**src/rtl/etroc2_tag_pkg.sv**
```systemverilog
`default_nettype none
// ============================================================================
// Module      : etroc2_tag_pkg
// Description : Shared defaults and types for the ETROC2 tag capture path.
// Revision    : 1.0 - initial release
// ============================================================================
package etroc2_tag_pkg;

    localparam int C_BCID_W   = 12;
    localparam int C_BCID_MAX = 3563;
    localparam int C_CNT_W    = 8;

    typedef logic [C_BCID_W-1:0] bcid_t;

endpackage : etroc2_tag_pkg
`default_nettype wire

```
**src/rtl/tag_sync_edge.sv**
```systemverilog
`default_nettype none
// ============================================================================
// Module      : tag_sync_edge
// Description : Two-flop synchroniser for the asynchronous latched tag level
//               followed by rising-edge detection. With the build macro
//               TAG_CAPTURE_GLITCH_FILTER_EN defined, an extra delay stage
//               requires two consecutive high samples before reporting a rise.
// Revision    : 1.0 - initial release
// ============================================================================
module tag_sync_edge (
    input  logic clk,
    input  logic rstn,
    input  logic i_tag,
    output logic o_rise
);

    logic r_s1;
    logic r_s2;
    logic r_s3;

    // Metastability chain (s1 -> s2, nothing in between) plus edge-history flop
    always_ff @(posedge clk or negedge rstn) begin
        if (!rstn) begin
            r_s1 <= 1'b0;
            r_s2 <= 1'b0;
            r_s3 <= 1'b0;
        end else begin
            r_s1 <= i_tag;
            r_s2 <= r_s1;
            r_s3 <= r_s2;
        end
    end

`ifdef TAG_CAPTURE_GLITCH_FILTER_EN
    logic r_s4;

    // Second history flop so a rise needs two high synchronised samples
    always_ff @(posedge clk or negedge rstn) begin
        if (!rstn) begin
            r_s4 <= 1'b0;
        end else begin
            r_s4 <= r_s3;
        end
    end

    assign o_rise = r_s2 & r_s3 & ~r_s4;
`else
    assign o_rise = r_s2 & ~r_s3;
`endif

endmodule : tag_sync_edge
`default_nettype wire

```
**src/rtl/tag_capture_fifo.sv**
```systemverilog
`default_nettype none
// ============================================================================
// Module      : tag_capture_fifo
// Description : Synchronises the latched tag level, timestamps each new tag
//               with the local BCID and queues the timestamp in a small FIFO
//               drained through a valid/ready handshake. Tracks dropped tags.
//               Build macro: TAG_CAPTURE_GLITCH_FILTER_EN (see tag_sync_edge).
// Revision    : 1.0 - initial release
// ============================================================================
module tag_capture_fifo
    import etroc2_tag_pkg::*;
#(
    parameter int DEPTH    = 8,
    parameter int BCID_W   = C_BCID_W,
    parameter int BCID_MAX = C_BCID_MAX,
    parameter int CNT_W    = C_CNT_W
) (
    input  logic                       clk,
    input  logic                       rstn,
    input  logic                       tag_in,
    input  logic                       bc0,
    input  logic [BCID_W-1:0]          bcid_offset,
    output logic                       out_valid,
    input  logic                       out_ready,
    output logic [BCID_W-1:0]          out_bcid,
    output logic [$clog2(DEPTH):0]     fifo_level,
    output logic                       overflow,
    output logic [CNT_W-1:0]           drop_cnt,
    input  logic                       clr_status
);

    localparam int                AW     = $clog2(DEPTH);
    localparam int                LW     = AW + 1;
    localparam logic [LW-1:0]     C_FULL = LW'(DEPTH);
    localparam logic [BCID_W-1:0] C_BMAX = BCID_W'(BCID_MAX);

    logic [BCID_W-1:0] r_bcid;
    logic [BCID_W-1:0] r_mem [DEPTH];
    logic [AW-1:0]     r_wr_ptr;
    logic [AW-1:0]     r_rd_ptr;
    logic [LW-1:0]     r_level;
    logic [BCID_W-1:0] r_out_bcid;
    logic              r_overflow;
    logic [CNT_W-1:0]  r_drop_cnt;

    logic              w_rise;
    logic              w_full;
    logic              w_pop;
    logic              w_push;
    logic              w_drop;
    logic [AW-1:0]     w_rd_next;

    tag_sync_edge u_sync (
        .clk    (clk),
        .rstn   (rstn),
        .i_tag  (tag_in),
        .o_rise (w_rise)
    );

    // A full FIFO still accepts a push when the head leaves in the same cycle
    assign w_full    = (r_level == C_FULL);
    assign w_pop     = out_valid & out_ready;
    assign w_push    = w_rise & (~w_full | w_pop);
    assign w_drop    = w_rise & w_full & ~w_pop;
    assign w_rd_next = r_rd_ptr + 1'b1;

    // Free-running bunch-crossing counter; bc0 reload beats increment and wrap
    always_ff @(posedge clk or negedge rstn) begin
        if (!rstn) begin
            r_bcid <= '0;
        end else if (bc0) begin
            r_bcid <= bcid_offset;
        end else if (r_bcid == C_BMAX) begin
            r_bcid <= '0;
        end else begin
            r_bcid <= r_bcid + 1'b1;
        end
    end

    // Timestamp storage; contents are don't-care after reset
    always_ff @(posedge clk) begin
        if (w_push) begin
            r_mem[r_wr_ptr] <= r_bcid;
        end
    end

    // Pointers and occupancy
    always_ff @(posedge clk or negedge rstn) begin
        if (!rstn) begin
            r_wr_ptr <= '0;
            r_rd_ptr <= '0;
            r_level  <= '0;
        end else begin
            if (w_push) begin
                r_wr_ptr <= r_wr_ptr + 1'b1;
            end
            if (w_pop) begin
                r_rd_ptr <= w_rd_next;
            end
            if (w_push && !w_pop) begin
                r_level <= r_level + LW'(1);
            end else if (w_pop && !w_push) begin
                r_level <= r_level - LW'(1);
            end
        end
    end

    // Registered head: refreshed on a pop, or when a write lands in an empty FIFO
    always_ff @(posedge clk or negedge rstn) begin
        if (!rstn) begin
            r_out_bcid <= '0;
        end else if (w_pop) begin
            if (r_level > LW'(1)) begin
                r_out_bcid <= r_mem[w_rd_next];
            end else if (w_push) begin
                r_out_bcid <= r_bcid;
            end
        end else if (w_push && (r_level == '0)) begin
            r_out_bcid <= r_bcid;
        end
    end

    // Sticky overflow and saturating drop counter; a drop outranks a clear
    always_ff @(posedge clk or negedge rstn) begin
        if (!rstn) begin
            r_overflow <= 1'b0;
            r_drop_cnt <= '0;
        end else if (w_drop) begin
            r_overflow <= 1'b1;
            if (clr_status) begin
                r_drop_cnt <= CNT_W'(1);
            end else if (r_drop_cnt != '1) begin
                r_drop_cnt <= r_drop_cnt + 1'b1;
            end
        end else if (clr_status) begin
            r_overflow <= 1'b0;
            r_drop_cnt <= '0;
        end
    end

    assign out_valid  = (r_level != '0);
    assign out_bcid   = r_out_bcid;
    assign fifo_level = r_level;
    assign overflow   = r_overflow;
    assign drop_cnt   = r_drop_cnt;

endmodule : tag_capture_fifo
`default_nettype wire

```
**config.mk**
```make
export PLATFORM = sky130hd
export DESIGN_NAME = tag_capture_fifo
export DESIGN_NICKNAME = d
export VERILOG_FILES = /design/src/rtl/etroc2_tag_pkg.sv /design/src/rtl/tag_sync_edge.sv /design/src/rtl/tag_capture_fifo.sv
export SDC_FILE = /design/constraint.sdc
export NUM_CORES = 1
export LEC_CHECK = 0
export BUFFER_PORTS_ARGS = -buffer_cell sky130_fd_sc_hd__clkbuf_2
export CORE_ASPECT_RATIO = 1.75
export CORE_MARGIN = 1.5
export CORE_UTILIZATION = 40
export CTS_BUF_LIST = sky130_fd_sc_hd__clkbuf_4 sky130_fd_sc_hd__clkbuf_8 sky130_fd_sc_hd__clkbuf_16
export CTS_CLUSTER_SIZE = 24
export DETAILED_ROUTE_END_ITERATION = 12
export HOLD_SLACK_MARGIN = 0.05
export MAX_ROUTING_LAYER = met4
export PLACE_DENSITY = 0.68
export SETUP_SLACK_MARGIN = 0.4
export SYNTH_ARGS = -nofsm -noshare
export SYNTH_HDL_FRONTEND = slang
export SYNTH_SLANG_ARGS = --single-unit
```
**constraint.sdc**
```tcl
create_clock -name clk -period 7.6 [get_ports clk]
set_clock_uncertainty 0.05 [all_clocks]
set_input_delay 0 -clock clk [delete_from_list [all_inputs] [get_ports clk]]
set_output_delay 0 -clock clk [all_outputs]
set_load 0.02 [all_outputs]
```
==> reports/qor.csv <==
stage,metric,value,unit
global_routing,grt_pass1_vias,4291,
critical_path,end_kind,flop,
drt,drt-total-wl,13.6,mm
logic_synthesis,ys_seq_area_share,64.9,%
power_and_ir_drop,peakVddDrop,0.228,mV
floorplan,fp-row-count,60,
global_routing,antenna_found_initial,0,
timing,finalSetupTns,0,ns
clocking,root_buffer,clkbuf_16,
clocking,numClockSinks,142,
logic_synthesis,syn_area,0.00621,sq mm
final_layout,drive_gt1_share,17.3,%
global_routing,grt_use_total,17.9,%
clocking,cts_tree,yes,
clocking,cts_resized,0,
logic_synthesis,synth_most_common_cell,edfxtp_1,
global_routing,met1_usage,19.5,%
drt,num_vias,4087,
critical_path,critPathKind,flop to flop,
logic_synthesis,yosys_most_used_dff,edfxtp_1,
final_layout,area_growth,22.3,%
final_layout,multi_input_area,0.00203,sq mm
drt,ant_nets,0,
global_routing,grt_use_met3,3.36,%
run_status,status,"finished, final reports clean",
clocking,post_cts_buffers,0,
drt,drt_iter0_markers,343,
timing,timing.fmax,329,MHz
floorplan,start_util,40.6,%
timing,slew_headroom,15.1,%
timing,hold_viol,0,
clocking,clk_latency,0.41,ns
global_routing,met2_usage,31.2,%
floorplan,die_width,97.2,um
power_and_ir_drop,power.static_leakage,2.90,nW
logic_synthesis,yosysWarnings,0,
final_layout,layout.nets,571,
final_layout,seqCellArea,0.00403,sq mm
global_routing,grt_max_degree,49,
logic_synthesis,synthCells,471,
clocking,hold_buffers,27,
drt,route.detailed.drc,0,
placement,io_buffers,43,
placement,place.gp.congestion,0.854,
critical_path,cp_max_fo,12,
global_routing,grt_overflow,0,
clocking,cts_htree_levels,4,
logic_synthesis,synth_area_leaders,"edfxtp_1 (46%), dfrtp_1 (19%), mux2i_1 (8.5%), nand3_1 (4.2%), nand4_1 (2.9%)",
timing,rsz0062_at_grt,false,
timing,holdWs,0.0677,ns
critical_path,max_stage_delay,0.99,ns
drt,viasPerCell,5.51,
logic_synthesis,synth.top_cells.by_count,"edfxtp_1 (96), mux2i_1 (53), nand3_1 (52)",
floorplan,dieArea,0.0163,sq mm
critical_path,crit_chain,inv_1 > ha_1 > nand4bb_1 > nand2_1 > inv_1 > nand2_1 > nor2_1,
run,max_cap_viol_count,0,
global_routing,grt_first_pass_wirelength,22.2,mm
clocking,cts_buffers,17,
logic_synthesis,postSynthAreaPerCell,13.2,sq um
clocking,clk_path_buf_depth,2,
logic_synthesis,ys_types,43,
global_routing,busiest_layer,met2,
timing,layout_worst_path_cycle_share,40.0,%
logic_synthesis,yosysTopAreaCell,edfxtp_1,
final_layout,num_antenna_cells,0,
worst_hold_path,min_path_type,input port to flop,
floorplan,die_h,168,um
power_and_ir_drop,power_density,399,mW/mm^2
clocking,cts.clk_slew.worst_paths,0.06,ns
logic_synthesis,syn_nets,499,
placement,dp_hpwl,8.84,mm
logic_synthesis,synth_edf_count,96,
logic_synthesis,synth-seq-cells,142,
floorplan,io_pins,44,
timing,slew_viol_final,0,
logic_synthesis,yosys.area.top_type_share,46.4,%
floorplan,core,0.0153,sq mm
timing,setup_violations,0,
logic_synthesis,ys_async_sr_fraction,32.4,%
critical_path,cp.required,7.57,ns
critical_path,crit_slowest_cell,nor2_1,
final_layout,num-fill-cells,1329,
drt,first_pass_iters,5,
drt,wire_per_inst,18.3,um
timing,tightest_slew,1.27,ns
timing,period_needed,3.04,ns
critical_path,arrival,3.01,ns
critical_path,critPathLaunchType,flop,
## critical path: cells and delay by family, from the launching register on
kind	cells	cell delay, ns
DFF	1	0.48
buffers and inverters	2	0.31
adders and majority gates	1	0.25
and+or+nand+nor	4	1.54
## layout make-up
cell class	count	area share [%]
inverters	12	0.593
clock inverters	14	3.51
flip-flops and latches	142	53.1
multi-input cells	290	26.7
well taps	186	3.06
repair buffers	80	7.38
clock buffers	18	5.70
## state kept, by name, indices dropped and copies added (netlist names)
signal,count
r_wr_ptr,3
r_rd_ptr,3
drop_cnt,8
overflow,1
r_mem,96
fifo_level,4
u_sync.r_s2,1
u_sync.r_s3,1
r_bcid,12
u_sync.r_s1,1
out_bcid,12
## through the flow
stage | total power, W | cells | utilization, % | instance area, sq um | setup WS, ns
global route | 0.00318 | 742 | 49.6 | 7600 | 4.30
CTS | 0.00305 | 742 | 49.6 | 7600 | 4.53
global placement | 0.00204 | 683 | 43.3 | 6630 | 4.67
floorplan | 0.00181 | 471 | - | 6210 | 4.75
finish | 0.00303 | 742 | 49.6 | 7600 | 4.56
detailed placement | 0.00206 | 683 | 43.3 | 6630 | 4.61
## report_power, final
part	total [W]	leakage [nW]	internal (W)	switching (W)
combinational	0.000981	1.13	0.000394	0.000586
clock	0.000973	0.338	0.000654	0.000319
sequential	0.00108	1.44	0.000951	0.000130
## placed cells by master, fill, tap and decap left out, types with 17 or more instances in the layout
master          n
nand3_1        52
dlygate4sd3_1  27
o21ai_0        18
edfxtp_1       96
clkbuf_16      17
nand2_1        30
nand4_1        29
mux2i_1        53
dfrtp_1        46
clkbuf_2       43
## worst paths after layout
path                                            from                 endpoint  slack (ns)  depth (start not counted)
max in group asynchronous                       rstn      r_bcid[2]$_DFF_PN0_        6.89                          3
setup / recovery           fifo_level[0]$_DFFE_PN0P_    r_mem[3][2]$_DFFE_PP_        4.56                          7
hold / removal                                   bc0     r_bcid[11]$_DFF_PN0_        0.07                          3
min in group asynchronous                       rstn  drop_cnt[0]$_DFFE_PN0P_        0.17                          3
hold reg to reg                u_sync.r_s1$_DFF_PN0_    u_sync.r_s2$_DFF_PN0_        0.29                          0
setup reg to reg           fifo_level[0]$_DFFE_PN0P_    r_mem[3][2]$_DFFE_PP_        4.56                          7
## kinds of logic (layout without fill, tap and decap cells)
group / count (synthesis) / count (layout) / synth area share (%)
AO/OA/AOI/OAI: 56 / 56 / 5.82
XOR/XNOR: 19 / 19 / 2.68
adder cells (fa/ha/maj): 10 / 10 / 2.01
buffers and inverters: 39 / 124 / 2.68
flip-flops: 142 / 142 / 64.9
multiplexers: 55 / 55 / 8.90
AND/OR/NAND/NOR: 150 / 150 / 13.0
## routing by layer
metal / wire, um / share of wire, % / vias to the layer above
met4: 339 / 2.5 / 0
met2: 7400 / 55 / 120
met3: 521 / 3.8 / 33
li1: - / - / 1930
met1: 5300 / 39 / 2004
met5: 0 / 0 / -
No activity file was read; power rests on OpenSTA's default activity.
